`src/rtl/dac_spi_pkg.sv`:
```
// Shared types and constants for the MCP4921-class DAC serialiser.
package dac_spi_pkg;

  localparam int FRAME_W  = 16;
  localparam int SAMPLE_W = 12;
  localparam int CFG_W    = FRAME_W - SAMPLE_W;

  // Config nibble fields, frame bits [15:12] from MSB down.
  localparam logic CFG_AB     = 1'b0;  // 0 = channel A
  localparam logic CFG_BUF    = 1'b0;  // 0 = VREF input unbuffered
  localparam logic CFG_GA_N   = 1'b1;  // 1 = gain 1x
  localparam logic CFG_SHDN_N = 1'b1;  // 1 = output active

  localparam logic [CFG_W-1:0] CFG_BITS_DEFAULT = {CFG_AB, CFG_BUF, CFG_GA_N, CFG_SHDN_N};

  typedef enum logic [1:0] {
    ST_IDLE    = 2'd0,
    ST_SHIFT   = 2'd1,
    ST_CS_HOLD = 2'd2,
    ST_LDAC    = 2'd3
  } dac_state_t;

  // Assemble one DAC frame: config nibble followed by the sample, MSB first.
  function automatic logic [FRAME_W-1:0] build_frame(input logic [CFG_W-1:0]    cfg,
                                                     input logic [SAMPLE_W-1:0] sample);
    return {cfg, sample};
  endfunction

endpackage

```
`src/rtl/dac_spi_if.sv`:
```
// Sample hand-off between the mixer and the DAC serialiser.
interface dac_spi_if;
  import dac_spi_pkg::*;

  logic [SAMPLE_W-1:0] i_sample;
  logic                i_sample_valid;
  logic                o_busy;
  logic                o_overrun;

  modport master (output i_sample, output i_sample_valid, input o_busy, input o_overrun);
  modport slave  (input i_sample, input i_sample_valid, output o_busy, output o_overrun);

endinterface

```
`src/rtl/dac_sck_tick.sv`:
```
// Loadable down-counter producing a one-cycle tick every CLK_DIV enabled cycles.
module dac_sck_tick #(
  parameter int CLK_DIV = 4
) (
  input  logic i_clk,
  input  logic i_rst_n,
  input  logic i_load,
  input  logic i_en,
  output logic o_phase_done
);

  localparam int               CNT_W  = $clog2(CLK_DIV + 1);
  localparam logic [CNT_W-1:0] RELOAD = CNT_W'(CLK_DIV - 1);
  localparam logic [CNT_W-1:0] ONE    = CNT_W'(1);

  logic [CNT_W-1:0] r_cnt;
  logic             w_done;

  assign w_done       = i_en && (r_cnt == '0);
  assign o_phase_done = w_done;

  // Count down each enabled cycle; reload on a new frame or at every phase boundary.
  always_ff @(posedge i_clk) begin
    if (!i_rst_n) begin
      r_cnt <= RELOAD;
    end else if (i_load || w_done) begin
      r_cnt <= RELOAD;
    end else if (i_en) begin
      r_cnt <= r_cnt - ONE;
    end else begin
      r_cnt <= r_cnt;
    end
  end

endmodule

```
`src/rtl/dac_spi_tx.sv`:
```
// Serialises 12-bit mixer samples into 16-bit SPI frames for an MCP4921-class DAC,
// with a one-deep pending slot and a trailing LDAC pulse per frame.
module dac_spi_tx
  import dac_spi_pkg::*;
#(
  parameter int               CLK_DIV  = 4,
  parameter logic [CFG_W-1:0] CFG_BITS = CFG_BITS_DEFAULT
) (
  input  logic      i_clk,
  input  logic      i_rst_n,
  dac_spi_if.slave  io_bus,
  output logic      o_dac_cs_n,
  output logic      o_dac_sck,
  output logic      o_dac_sdi,
  output logic      o_dac_ldac_n
);

  dac_state_t          r_state, w_state_nxt;
  logic [FRAME_W-1:0]  r_shreg, w_shreg_nxt;
  logic [3:0]          r_bit_cnt, w_bit_cnt_nxt;
  logic                r_pend_valid, w_pend_valid_nxt;
  logic [SAMPLE_W-1:0] r_pend_data, w_pend_data_nxt;
  logic                r_cs_n, w_cs_n_nxt;
  logic                r_sck, w_sck_nxt;
  logic                r_ldac_n, w_ldac_n_nxt;
  logic                r_busy, w_busy_nxt;
  logic                r_overrun, w_overrun_nxt;
  logic                w_load;
  logic                w_tick_en;
  logic                w_phase_done;

  assign w_tick_en = (r_state != ST_IDLE);

  dac_sck_tick #(.CLK_DIV(CLK_DIV)) u_tick (
    .i_clk        (i_clk),
    .i_rst_n      (i_rst_n),
    .i_load       (w_load),
    .i_en         (w_tick_en),
    .o_phase_done (w_phase_done)
  );

  // Next-state, shift, pending-slot and pin decisions for the frame sequencer.
  always_comb begin
    w_state_nxt      = r_state;
    w_shreg_nxt      = r_shreg;
    w_bit_cnt_nxt    = r_bit_cnt;
    w_pend_valid_nxt = r_pend_valid;
    w_pend_data_nxt  = r_pend_data;
    w_cs_n_nxt       = r_cs_n;
    w_sck_nxt        = r_sck;
    w_ldac_n_nxt     = r_ldac_n;
    w_overrun_nxt    = 1'b0;
    w_load           = 1'b0;

    case (r_state)
      ST_IDLE: begin
        // A fresh strobe wins over the pending slot, which is then dropped.
        if (io_bus.i_sample_valid) begin
          w_load           = 1'b1;
          w_shreg_nxt      = build_frame(CFG_BITS, io_bus.i_sample);
          w_overrun_nxt    = r_pend_valid;
          w_pend_valid_nxt = 1'b0;
        end else if (r_pend_valid) begin
          w_load           = 1'b1;
          w_shreg_nxt      = build_frame(CFG_BITS, r_pend_data);
          w_pend_valid_nxt = 1'b0;
        end else begin
          w_load           = 1'b0;
        end
        if (w_load) begin
          w_state_nxt   = ST_SHIFT;
          w_cs_n_nxt    = 1'b0;
          w_sck_nxt     = 1'b0;
          w_bit_cnt_nxt = 4'd0;
        end else begin
          w_state_nxt   = ST_IDLE;
        end
      end

      ST_SHIFT: begin
        if (w_phase_done) begin
          if (!r_sck) begin
            w_sck_nxt = 1'b1;
          end else begin
            // Falling edge: present the next bit; after the last bit the register drains to zero.
            w_sck_nxt   = 1'b0;
            w_shreg_nxt = {r_shreg[FRAME_W-2:0], 1'b0};
            if (r_bit_cnt == 4'd15) begin
              w_state_nxt = ST_CS_HOLD;
            end else begin
              w_bit_cnt_nxt = r_bit_cnt + 4'd1;
            end
          end
        end else begin
          w_sck_nxt = r_sck;
        end
      end

      ST_CS_HOLD: begin
        if (w_phase_done) begin
          w_state_nxt  = ST_LDAC;
          w_cs_n_nxt   = 1'b1;
          w_ldac_n_nxt = 1'b0;
        end else begin
          w_state_nxt  = ST_CS_HOLD;
        end
      end

      ST_LDAC: begin
        if (w_phase_done) begin
          w_state_nxt  = ST_IDLE;
          w_ldac_n_nxt = 1'b1;
        end else begin
          w_state_nxt  = ST_LDAC;
        end
      end

      default: begin
        w_state_nxt  = ST_IDLE;
        w_cs_n_nxt   = 1'b1;
        w_sck_nxt    = 1'b0;
        w_ldac_n_nxt = 1'b1;
      end
    endcase

    // Strobes that arrive mid-frame park in the pending slot; the newest one wins.
    if ((r_state != ST_IDLE) && io_bus.i_sample_valid) begin
      w_pend_valid_nxt = 1'b1;
      w_pend_data_nxt  = io_bus.i_sample;
      w_overrun_nxt    = r_pend_valid;
    end else begin
      w_pend_data_nxt  = w_pend_data_nxt;
    end

    w_busy_nxt = (w_state_nxt != ST_IDLE);
  end

  // Register the sequencer state and every pin so outputs are glitch-free.
  always_ff @(posedge i_clk) begin
    if (!i_rst_n) begin
      r_state      <= ST_IDLE;
      r_shreg      <= '0;
      r_bit_cnt    <= 4'd0;
      r_pend_valid <= 1'b0;
      r_pend_data  <= '0;
      r_cs_n       <= 1'b1;
      r_sck        <= 1'b0;
      r_ldac_n     <= 1'b1;
      r_busy       <= 1'b0;
      r_overrun    <= 1'b0;
    end else begin
      r_state      <= w_state_nxt;
      r_shreg      <= w_shreg_nxt;
      r_bit_cnt    <= w_bit_cnt_nxt;
      r_pend_valid <= w_pend_valid_nxt;
      r_pend_data  <= w_pend_data_nxt;
      r_cs_n       <= w_cs_n_nxt;
      r_sck        <= w_sck_nxt;
      r_ldac_n     <= w_ldac_n_nxt;
      r_busy       <= w_busy_nxt;
      r_overrun    <= w_overrun_nxt;
    end
  end

  assign o_dac_cs_n       = r_cs_n;
  assign o_dac_sck        = r_sck;
  assign o_dac_sdi        = r_shreg[FRAME_W-1];
  assign o_dac_ldac_n     = r_ldac_n;
  assign io_bus.o_busy    = r_busy;
  assign io_bus.o_overrun = r_overrun;

endmodule

```
`src/flat_wrapper.sv`:
```
// flat-port wrapper written by rule: the top's interface ports become plain ports
module dac_spi_tx_flat import dac_spi_pkg::*;
#(
  parameter int               CLK_DIV  = 4,
  parameter logic [CFG_W-1:0] CFG_BITS = CFG_BITS_DEFAULT
)
  (i_clk, i_rst_n, o_dac_cs_n, o_dac_sck, o_dac_sdi, o_dac_ldac_n, io_bus_i_sample, io_bus_i_sample_valid, io_bus_o_busy, io_bus_o_overrun);
  dac_spi_if io_bus_i ();
  input  logic i_clk;
  input  logic i_rst_n;
  output logic o_dac_cs_n;
  output logic o_dac_sck;
  output logic o_dac_sdi;
  output logic o_dac_ldac_n;
  input wire logic [$bits(io_bus_i.i_sample)-1:0] io_bus_i_sample;
  input wire logic [$bits(io_bus_i.i_sample_valid)-1:0] io_bus_i_sample_valid;
  output wire logic [$bits(io_bus_i.o_busy)-1:0] io_bus_o_busy;
  output wire logic [$bits(io_bus_i.o_overrun)-1:0] io_bus_o_overrun;
  assign io_bus_i.i_sample = io_bus_i_sample;
  assign io_bus_i.i_sample_valid = io_bus_i_sample_valid;
  assign io_bus_o_busy = io_bus_i.o_busy;
  assign io_bus_o_overrun = io_bus_i.o_overrun;
  dac_spi_tx #(.CLK_DIV(CLK_DIV), .CFG_BITS(CFG_BITS)) u_core (.i_clk(i_clk), .i_rst_n(i_rst_n), .io_bus(io_bus_i), .o_dac_cs_n(o_dac_cs_n), .o_dac_sck(o_dac_sck), .o_dac_sdi(o_dac_sdi), .o_dac_ldac_n(o_dac_ldac_n));
endmodule
```
`config.mk`:
```
export PLATFORM = sky130hd
export DESIGN_NAME = dac_spi_tx_flat
export DESIGN_NICKNAME = d
export VERILOG_FILES = /design/src/rtl/dac_spi_pkg.sv /design/src/rtl/dac_spi_if.sv /design/src/rtl/dac_sck_tick.sv /design/src/rtl/dac_spi_tx.sv /design/src/flat_wrapper.sv
export SDC_FILE = /design/constraint.sdc
export NUM_CORES = 1
export LEC_CHECK = 0
export CORE_MARGIN = 4
export CORE_UTILIZATION = 35
export DETAILED_ROUTE_END_ITERATION = 16
export PLACE_DENSITY = 0.55
export SYNTH_ARGS = -nofsm -noshare
export SYNTH_HDL_FRONTEND = slang
export SYNTH_SLANG_ARGS = --single-unit
```
`constraint.sdc`:
```
create_clock -name i_clk -period 4.5 [get_ports i_clk]
set_input_delay 0.9 -clock i_clk [delete_from_list [all_inputs] [get_ports i_clk]]
set_output_delay 0.9 -clock i_clk [all_outputs]
set_load 0.02 [all_outputs]
```
# ---- Word level (Yosys, flattened, before mapping)
# Index checks and enable logic that the tools add are counted.
dict set report classes {
  reduce_logical 17
  mul 0
  add_sub_neg 2
  n_bitwise 1
  order_cmp 0
  n_eq_ne 11
  mux 34
  shift 0
  n_div 0
}
# op n
set ops {}
lappend ops {{16-bit 2-to-1 mux} 4}
lappend ops {{16-bit one-hot mux with 2 select lines} 1}
lappend ops {{1-bit 2-to-1 mux} 16}
lappend ops {{4-bit 2-to-1 mux} 4}
lappend ops {{2-bit nonzero test} 6}
lappend ops {{2-bit inequality test (second input constant)} 5}
lappend ops {{3-bit AND reduction} 3}
lappend ops {{2-bit 2-to-1 mux} 4}
lappend ops {{2-bit one-hot mux with 4 select lines} 1}
lappend ops {{4-bit one-hot mux with 2 select lines} 1}
lappend ops {{1-bit one-hot mux with 2 select lines} 3}
lappend ops {{5-bit AND reduction} 1}
lappend ops {{4-bit by 1-bit adder with 4-bit output (second input constant)} 1}
lappend ops {{2-bit equality test (second input constant)} 2}
lappend ops {{4-bit equality test (second input constant)} 1}
lappend ops {{4-bit AND reduction} 1}
lappend ops {{3-bit zero test} 1}
lappend ops {{3-bit by 2-bit inequality test with 1-bit output (second input constant)} 1}
lappend ops {{3-bit by 1-bit subtractor with 3-bit output (second input constant)} 1}
lappend ops {{2-bit by 1-bit equality test with 1-bit output (second input constant)} 1}
lappend ops {{1-bit logical AND} 2}
lappend ops {{2-bit zero test} 1}
lappend ops {{2-bit by 1-bit inequality test with 1-bit output (second input constant)} 1}
lappend ops {{2-bit OR reduction} 1}
lappend ops {{other kinds (2)} 2}
dict set report word_totals {
  rom_bits 0
  latchBits 0
  out_inout_bits 6
  mem_count 0
  input_bits 15
  ramBits 0
  ff_bits 43
  wordCells 76
}

# ---- Logic depth before layout (Yosys ltp)
dict set report logic_depth {
  ltp_word 6
  depth_mapped 7
}

# ---- Hierarchy
# A second synthesis with hierarchy kept.
dict set report hier_totals {
  cells_unflattened 235
  area_unflattened_um2 1970.6
}
# module seq_area_each_um2 cells_each area_each_um2 instances
set modules_own_cells {}
lappend modules_own_cells {dac_spi_tx 800.8 218 1804.2 1}
lappend modules_own_cells {dac_sck_tick 60.1 17 166.4 1}

# ---- Least setup slack after synthesis
# OpenSTA, ideal clock, no wires.
dict set report synth_path {
  path_type {input -> register}
  from {input port io_bus_i_sample_valid}
  to {register u_core.r_bit_cnt[3]}
  setup_time_ps 71
  path_slack_ps 2356
  t_arrival_ps 2073
  path_stages 5
  t_required_ps 4429
  path_buffers 1
  cell_sequence {buf_4 -> o21bai_1 -> a221o_1 -> or4_1 -> a21oi_1}
}
dict set report synth_via {
  elab_chain_cells 4
}
# item line_no
set synth_lines {}
lappend synth_lines {{start: declaration} flat_wrapper.sv:16} ;# input wire logic [$bits(io_bus_i.i_sample_valid)-1:0] io_bus_i_sample_valid;
lappend synth_lines {{1-bit 2-to-1 mux} dac_spi_tx.sv:58} ;# if (io_bus.i_sample_valid) begin
lappend synth_lines {{1-bit 2-to-1 mux} dac_spi_tx.sv:55} ;# case (r_state)
lappend synth_lines {{2-bit inequality test (no source line)} --}
lappend synth_lines {{5-bit AND reduction (no source line)} --}
lappend synth_lines {{end signal: assignment} dac_spi_tx.sv:154} ;# r_bit_cnt <= w_bit_cnt_nxt;
lappend synth_lines {{end: declaration} dac_spi_tx.sv:20} ;# logic [3:0] r_bit_cnt, w_bit_cnt_nxt;
# No other way between the ends. The select of a mux whose other input is x is not followed.
# A chain may end at the register's enable or synchronous reset.

# ---- Final worst setup path
# Same ends and word-level chain as after synthesis.

==> run_results.csv <==
group,metric,value,unit
logic_synthesis,yosysWarnings,0,
global_routing,antenna_found_initial,0,
worst_setup_path,timing.rr.end,"u_core.r_bit_cnt[3]",
clock_network,clk_path_buf_depth,2,
clock_network,cts_tree,"built",
cells_and_area,antenna_cells,0,
global_routing,grt_usage,12.4,%
power,clkPwrFrac,31.3,%
logic_synthesis,syn_area,1990,um^2
die,dieArea,6960,um^2
detailed_routing,ant_nets,0,
worst_setup_path,crit_family,"compound AO/OA/AOI/OAI gates",
logic_synthesis,synth_edf_count,0,
worst_setup_path,cp.arrival,3.13,ns
worst_setup_path,reg2reg_slack,2.24,ns
power,swShare,27.3,%
clock_network,clockRootBuffer,"clkbuf_8",
worst_setup_path,path_max_fanout,23,
status,status,"finished clean",
worst_setup_path,max_stage_delay,0.62,ns
clock_network,htreeDepth,2,
power,pwr-share-comb,14.5,%
sta,rsz0062_at_grt,"no",
logic_synthesis,yosys.cell_count.top_type,"nand2_1",
cells_and_area,final_util,41.9,%
logic_synthesis,syn_nets,253,
die,design.core.area,5510,um^2
clock_network,clk_latency,0.29,ns
worst_setup_path,crit_buf_inv,2,
die,boundaryPins,21,
clock_network,cts_setup_buffers,0,
sta,slew_headroom,40.3,%
worst_setup_path,crit_required,4.73,ns
global_routing,grt_pass1_wl,7.13,mm
worst_setup_path,critical_path.endpoint_type,"flip-flop",
logic_synthesis,synth_seq_cells,43,
cells_and_area,drive_above_1_share,6.02,%
logic_synthesis,ys_async_sr_fraction,0,%
sta,maxSlewViolCount,0,
cells_and_area,ff_latch_area,861,um^2
detailed_routing,first_pass_iters,4,
cells_and_area,syn_to_final_growth,15.9,%
die,chipHeight,83.4,um
power,peakVddDrop,0.171,mV
hold_path,whs_endpoint,"u_core.r_pend_data[3]",
sta,min_period_over_period,64.5,%
logic_synthesis,synth.avg_cell_area,8.47,um^2
worst_setup_path,start_kind,"input port",
sta,fin_crit,2.90,ns
sta,tightest_slew,0.896,ns
cells_and_area,fin_nets,266,
logic_synthesis,yosys_most_used_dff,"dfxtp_1",
hold_path,hp-start,"u_core.r_pend_data[3]",
logic_synthesis,synth_common_cells,"58 x nand2_1, 43 x dfxtp_1, 29 x a21boi_0, 11 x mux2i_1, 11 x o211ai_1",
worst_setup_path,regToRegStartpoint,"u_core.r_state[0]",
logic_synthesis,synth.area.top_cells,"dfxtp_1 43%, a21boi_0 11%, nand2_1 11%, mux2i_1 5.5%, o211ai_1 4.1%",
detailed_routing,totalWireLength,4.19,mm
clock_network,cts.reportedPaths.clkPinSlew,0.08,ns
detailed_routing,routedWlPerCell,13.1,um
global_routing,grt_pass1_vias,1583,
hold_path,worstHoldPathType,"flip-flop to flip-flop",
sta,setup_tns,0,ns
worst_setup_path,r2r_cells,4,
worst_setup_path,path_class,"input port to flip-flop",
clock_network,numCtsBuffers,5,
sta,hold_viol,0,
worst_setup_path,cpMaxStageDelayCell,"a221o_1",
power,p_per_area,331,nW/um^2
power,p_switching,0.208,mW
placed_design,place_hpwl,2.74,mm
cells_and_area,fillerInstances,579,
clock_network,cts-resized-gates,0,
die,dieWidth,83.4,um
logic_synthesis,yosysTopAreaCellShare,43.2,%
placed_design,numPortBuffers,20,
hold_path,holdPathStages,2,
power,p_leak,0.862,nW
clock_network,holdBufCountCts,0,
cells_and_area,multi_input_comb_area,1030,um^2
flow_run,maxCapViolations,0,
placed_design,gp_congestion,0.762,
sta,setup_viol,0,
worst_setup_path,cp_cell_sequence,"clkdlybuf4s50_1 > buf_4 > o21bai_1 > a221o_1 > or4_1 > a21oi_1",
detailed_routing,via_per_inst,5.10,
clock_network,cts.sinks,43,
global_routing,grt.overflow.total,0,
logic_synthesis,synth_cells,235,
detailed_routing,vias,1637,
logic_synthesis,synth_cell_types,36,
logic_synthesis,synth_top_area_cell,"dfxtp_1",
detailed_routing,dr.first_iter.drc_count,82,
die,rows,27,
power,p_seq_share,54.2,%
sta,max_freq,344,MHz
global_routing,grt_max_degree,40,
sta,clock_skew,0.00425,ns
detailed_routing,drc_errors,0,
logic_synthesis,yosysSeqAreaShare,43.2,%
die,start_util,36.2,%
power,cellInternalPower,0.555,mW
[state kept, by name, indices dropped and copies added (netlist names)]
name,flops
u_core.io_bus.o_overrun,1
u_core.r_state,2
u_core.r_shreg,16
u_core.io_bus.o_busy,1
u_core.o_dac_cs_n,1
u_core.r_bit_cnt,4
u_core.u_tick.r_cnt,3
u_core.o_dac_ldac_n,1
u_core.r_pend_data,12
u_core.o_dac_sck,1
u_core.r_pend_valid,1
[placed cells by master (no fill, tap or decap), types with 3 or more instances in the layout]
cell type / synthesis / routed
o21ai_0: 8 / 8
nor2_1: 5 / 5
inv_1: 4 / 4
buf_4: 2 / 3
o211ai_1: 11 / 11
clkinv_2: 0 / 3
a21boi_0: 29 / 29
nand3_1: 9 / 9
dfxtp_1: 43 / 43
a21oi_1: 5 / 5
clkdlybuf4s50_1: 0 / 20
ha_1: 3 / 3
nand2_1: 58 / 58
mux2i_1: 11 / 11
clkbuf_8: 0 / 5
[worst register-to-register path, cell delays in order, from the launching register on]
cell and delay, ns:
dfxtp_1 0.59, nand3b_1 0.22, a221o_1 0.66, or4_1 0.57, a21oi_1 0.15
[metal layers]
layer	global-route usage, %	part of all wire (%)	vias to the layer above
met2	20.2	46	31
met5	0	0	-
met1	15.7	48	753
met4	4.39	2.1	0
li1	-	-	844
met3	3.47	4.2	9
[through the flow]
stage	area, um^2	hold WS [ns]	worst slack [ns]	cells	power, mW
4_1_cts	2310	0.469	1.61	321	0.775
3_3_place_gp	2220	0.449	1.32	313	0.534
2_1_floorplan	1990	0.441	2.36	235	0.499
3_5_place_dp	2220	0.457	1.30	313	0.535
5_1_grt	2310	0.490	1.50	321	0.806
6_report	2310	0.464	1.60	321	0.763
[power groups by stage]
stage                     combinational [mW]  clock, mW  sequential [mW]
after global routing                   0.125      0.264            0.417
after CTS                              0.112      0.249            0.414
after floorplan                       0.0791          0            0.420
final                                  0.111      0.238            0.414
after detailed placement               0.112          0            0.423
after global placement                 0.112          0            0.422
[how the worst max path moves through the flow]
stage	startpoint	to	slack (ns)	cells after the start
6_report	io_bus_i_sample_valid	u_core.r_bit_cnt[3]	1.60	6
5_1_grt	io_bus_i_sample_valid	u_core.r_bit_cnt[3]	1.50	6
4_1_cts	io_bus_i_sample_valid	u_core.r_bit_cnt[3]	1.61	6
3_5_place_dp	io_bus_i_sample_valid	u_core.r_bit_cnt[3]	1.30	6
3_3_place_gp	io_bus_i_sample_valid	u_core.r_bit_cnt[3]	1.32	6
2_1_floorplan	io_bus_i_sample_valid	u_core.r_bit_cnt[3]	2.36	5
[final cells by class]
| cell class | instances | area share, % |
|---|---|---|
| clock buffers | 5 | 2.98 |
| clock inverters | 3 | 0.651 |
| inverters | 4 | 0.651 |
| multi-input cells | 171 | 44.8 |
| flip-flops and latches | 43 | 37.3 |
| well taps | 72 | 3.90 |
| repair buffers | 23 | 9.65 |
[kinds of logic after synthesis]
logic type / count (synthesis) / synth area share, %
compound gates: 63 / 22.9
mux: 12 / 6.10
flops: 43 / 43.2
simple gates: 93 / 21.1
fa+ha+maj: 3 / 1.89
buf+inv: 21 / 4.78
Power figures use the tool's default switching activity.
